`src/rtl/fifo_rd_ctrl.sv`:
```
// fifo_rd_ctrl: read side of the async FIFO; owns the read pointer, empty/level flags, the RAM read port and a 2-deep output queue.
module fifo_rd_ctrl #(
    parameter int ASIZE = 4,
    parameter int DSIZE = 8
) (
    input  logic             sync_clk,
    input  logic             sync_rst,
    input  logic [ASIZE:0]   rq2_wptr,
    output logic [ASIZE:0]   rptr,
    output logic [ASIZE-1:0] raddr,
    output logic             ren,
    input  logic [DSIZE-1:0] rdata_mem,
    output logic [DSIZE-1:0] out_data,
    output logic             out_valid,
    input  logic             out_ready,
    output logic             rempty,
    output logic [ASIZE:0]   rlevel
);
    logic [ASIZE:0]   rbin, rbin_nx, rgray_nx, wbin;
    logic             inflight, pop;
    logic [1:0]       qcnt, qcnt_pop;
    logic [2:0]       need;
    logic [DSIZE-1:0] slot1, head_pop;

    always_comb begin
        wbin = rq2_wptr;
        for (int i = ASIZE - 1; i >= 0; i--) wbin[i] = wbin[i+1] ^ rq2_wptr[i];
    end

    assign pop       = out_valid & out_ready;
    assign need      = {1'b0, qcnt} + {2'b0, inflight} - {2'b0, pop};
    assign ren       = !rempty && need < 3'd2;
    assign rbin_nx   = rbin + {{ASIZE{1'b0}}, ren};
    assign rgray_nx  = rbin_nx ^ (rbin_nx >> 1);
    assign raddr     = rbin[ASIZE-1:0];
    assign out_valid = qcnt != 2'd0;
    assign qcnt_pop  = qcnt - {1'b0, pop};
    assign head_pop  = pop ? slot1 : out_data;

    always_ff @(posedge sync_clk or negedge sync_rst)
        if (!sync_rst) begin
            rbin     <= '0;
            rptr     <= '0;
            rempty   <= 1'b1;
            rlevel   <= '0;
            inflight <= 1'b0;
            qcnt     <= 2'd0;
            out_data <= '0;
            slot1    <= '0;
        end else begin
            rbin     <= rbin_nx;
            rptr     <= rgray_nx;
            rempty   <= rgray_nx == rq2_wptr;
            rlevel   <= wbin - rbin_nx;
            inflight <= ren;
            qcnt     <= qcnt_pop + {1'b0, inflight};
            out_data <= (inflight && qcnt_pop == 2'd0) ? rdata_mem : head_pop;
            slot1    <= (inflight && qcnt_pop != 2'd0) ? rdata_mem : slot1;
        end
endmodule

```
`config.mk`:
```
export PLATFORM = sky130hd
export DESIGN_NAME = fifo_rd_ctrl
export DESIGN_NICKNAME = d
export VERILOG_FILES = /design/src/rtl/fifo_rd_ctrl.sv
export SDC_FILE = /design/constraint.sdc
export NUM_CORES = 1
export LEC_CHECK = 0
export CAP_MARGIN = 30
export CORE_ASPECT_RATIO = 0.9
export CORE_MARGIN = 2
export CORE_UTILIZATION = 52
export DETAILED_ROUTE_END_ITERATION = 8
export PLACE_DENSITY_LB_ADDON = 0.15
export RECOVER_POWER = 25
export SYNTH_ARGS = -nofsm -noshare
export SYNTH_HDL_FRONTEND = slang
export SYNTH_SLANG_ARGS = --single-unit
```
`constraint.sdc`:
```
create_clock -name sync_clk -period 9.1 [get_ports sync_clk]
set_input_delay 0.91 -clock sync_clk [delete_from_list [all_inputs] [get_ports sync_clk]]
set_output_delay 0.91 -clock sync_clk [all_outputs]
set_load 0.02 [all_outputs]
```
==> summary.md <==
| Metric | Value |
|---|---|
| Fin nets | `206` |
| Inserted Diodes | `0` |
| Max capacitance violation total | `1` |
| Synth async-reset ratio | `1.000` |
| Reg2reg setup slack | `4980 ps` |
| Synth warnings | `0` |
| Cell Area, Synth | `1688 um2` |
| Syn Inst Count | `135` |
| Synth unique cells | `35` |
| Largest net degree at the start of global routing | `35` |
| Total GRT Usage | `0.1952` |
| Starting DRT DRC Count | `52` |
| Initial antenna violation count | `0` |
| Post-CTS Setup Repair Bufs | `0` |
| Worst Skew | `9.719 ps` |
| Top FF cell, synth | `dfrtp_1` |
| Number of hold buffers added after cts | `0` |
| Std-Cell Core Area | `3067 um2` |
| Worst-path cell chain | `clkdlybuf4s50_1 -> and2_1 -> ha_1 -> inv_1 -> nand2_1 -> fa_1 -> xor2_1 -> nor3b_1 -> clkdlybuf4s50_1` |
| Io pins | `41` |
| CTS clk-pin slew, worst paths | `110 ps` |
| CP startpoint kind | `input pin` |
| Worst-case reg-to-reg path depth | `15` |
| DRT Pass-1 Iters | `4` |
| Crit path DAT | `3570 ps` |
| Most instantiated library cell after synthesis | `dfrtp_1` |
| Die width | `64.06 um` |
| Worst Setup End Kind | `output pin` |
| Final Setup Violations | `0` |
| Port bufs | `40` |
| Slew @ Worst Pin | `1786 ps` |
| Final worst-path cycle share | `0.4923` |
| Clock root buffer | `clkbuf_4` |
| CP max stage delay | `710 ps` |
| Drc violations | `0` |
| Clk sinks | `34` |
| WL/cell | `13.77 um` |
| Hpwl dp | `2302 um` |
| DRT Wirelength | `3071 um` |
| CTS tree | `done` |
| Vias in the first global route | `1138` |
| Status | `complete, but fails checks` |
| Reg-to-Reg End | `rlevel[4]` |
| Register area share after synthesis | `0.5048` |
| Peak Freq | `0.2232 GHz` |
| Post-synth EDFFs | `0` |
| Top cell type's share of synthesized area | `0.4893` |
| Cell Count, Final, Fillers Out | `223` |
| Placed Cells incl. Taps | `215` |
| Critical path type | `in -> out` |
| Final Hold Fails | `0` |
| Max Transition Viols Final | `35` |
| Post-synthesis register bit count | `34` |
| Die area | `3718 um2` |
| Post-DRT Antenna Nets | `0` |
| CP startpoint | `out_ready` |
| Final WS setup | `4620 ps` |
| Clock latency on the worst-skew pair | `350 ps` |
| Area grow syn2layout | `30.99%` |
| Vias post-DR | `1126` |
| Pre-CTS setup slack | `4351 ps` |
| Synthesized area per cell | `12.50 um2` |
| Initial Utilization | `0.5504` |
| Violated checks | `max-capacitance violations, max-slew violations` |
| Post-cts repair resize count | `0` |
| CP Data Required Time | `8190 ps` |
| Max clock buf depth | `2` |
| First-pass GRT wire length | `5416 um` |
| R2r startpoint | `qcnt[1]` |
| Num rows | `19` |
| Final RePlAce weighted congestion | `0.7613` |
| Clock buffer count from CTS | `5` |
| Top cell type by total area after synthesis | `dfrtp_1` |
| Vias per std cell | `5.049` |
| Dominant cells by area after synthesis | `dfrtp_1 (49%), xnor2_1 (6.2%), ha_1 (5.9%)` |
| Leakage | `0.9933 nW` |
| Worst Hold Class | `reg -> reg` |
| Most common library cells after synthesis | `dfrtp_1 (33), xnor2_1 (12), a21oi_1 (9), inv_1 (9)` |
| Total gr overflow | `0` |
| RSZ-0062 raised after global routing | `false` |
| Crit path to | `ren` |
| Critical Path Fanout Max | `3` |
| Peak supply drop | `0.0003011 V` |
| Cell mode on critical path | `clkdlybuf4s50_1` |
| Power Density | `461.6 nW/um2` |
| Critical-path top delay cell | `clkdlybuf4s50_1` |
| Setup TNS | `0 ps` |
| Tmin final | `4480 ps` |
| Layout cells sized above 1 | `0.1326` |
| Syn_nets | `161` |
| DIE HEIGHT | `58.05 um` |
| # H-tree levels | `2` |
| Slew headroom | `-0.1906` |
==> flip-flops by register name, indices dropped and copies added, names as in the netlist <==
name      count
rlevel        5
slot1         8
rptr          4
rbin          5
out_data      8
qcnt          2
rempty        1
inflight      1
==> critical path, delay by kind of cell <==
kind	cells	cell delay [ps]
xor+xnor	1	170
fa+ha+maj	2	660
buf+inv	3	1230
simple gates	3	610
==> cell type report <==
type | instances | area [um2]
clock buffers | 5 | 37.54
clock inverters | 3 | 45.04
fillers | 217 | 855.8
inverters | 9 | 33.78
multi-input cells | 89 | 785.8
flip-flops and latches | 34 | 852.1
well taps | 42 | 52.55
repair buffers | 41 | 404.1
==> cells in the final DEF (no fill, tap or decap), drive strengths merged, types with 8 or more instances in the layout <==
master and count:
clkdlybuf4s50 39, dfrtp 33, xnor2 14, a21oi 10, inv 9, xor2 9, mux2 8, mux2i 8
nor2 8, ha 8
==> logic make-up (layout without fill, tap and decap cells) <==
group | after synthesis | in the layout | share of synthesized area
flip-flops | 34 | 34 | 0.5048
XOR/XNOR | 24 | 24 | 0.1505
AND/OR/NAND/NOR | 22 | 22 | 0.06524
AO/OA/AOI/OAI | 16 | 16 | 0.05930
multiplexers | 16 | 16 | 0.1008
buffers and inverters | 12 | 58 | 0.02965
adder cells (fa/ha/maj) | 11 | 11 | 0.08970
==> worst min-delay path by stage <==
stage	from	to	slack [ps]	cells past startpoint
floorplan	slot1[0]	slot1[0]	480	1
global placement	slot1[3]	slot1[3]	490	1
detailed placement	slot1[5]	slot1[5]	500	1
CTS	slot1[5]	slot1[5]	530	1
global route	slot1[0]	slot1[0]	550	1
finish	slot1[5]	slot1[5]	520	1
==> metal layers <==
metal  global-route usage  wire (um)  part of all wire
met4              0.06522         43             0.014
met2               0.3051       1483              0.48
met1               0.2590       1373              0.45
met5                    0          0                 0
met3              0.06408        170             0.055
==> through the flow <==
step / area [um2] / hold slack [ps] / util / total power, W
3_3_place_gp: 2132 / 486.2 / 0.6952 / 0.0008907
4_1_cts: 2215 / 525.4 / 0.7222 / 0.001030
6_report: 2211 / 517.3 / 0.7209 / 0.001021
3_5_place_dp: 2132 / 498.2 / 0.6952 / 0.0009113
2_1_floorplan: 1688 / 479.2 / - / 0.0007052
5_1_grt: 2211 / 547.3 / 0.7209 / 0.001107
==> power breakdown <==
part	internal [W]	switching [W]
Sequential	0.000239	0.0000493
Combinational	0.000302	0.000319
Clock	0.0000576	0.0000547
Note: power is estimated with default switching activity, not from simulation.
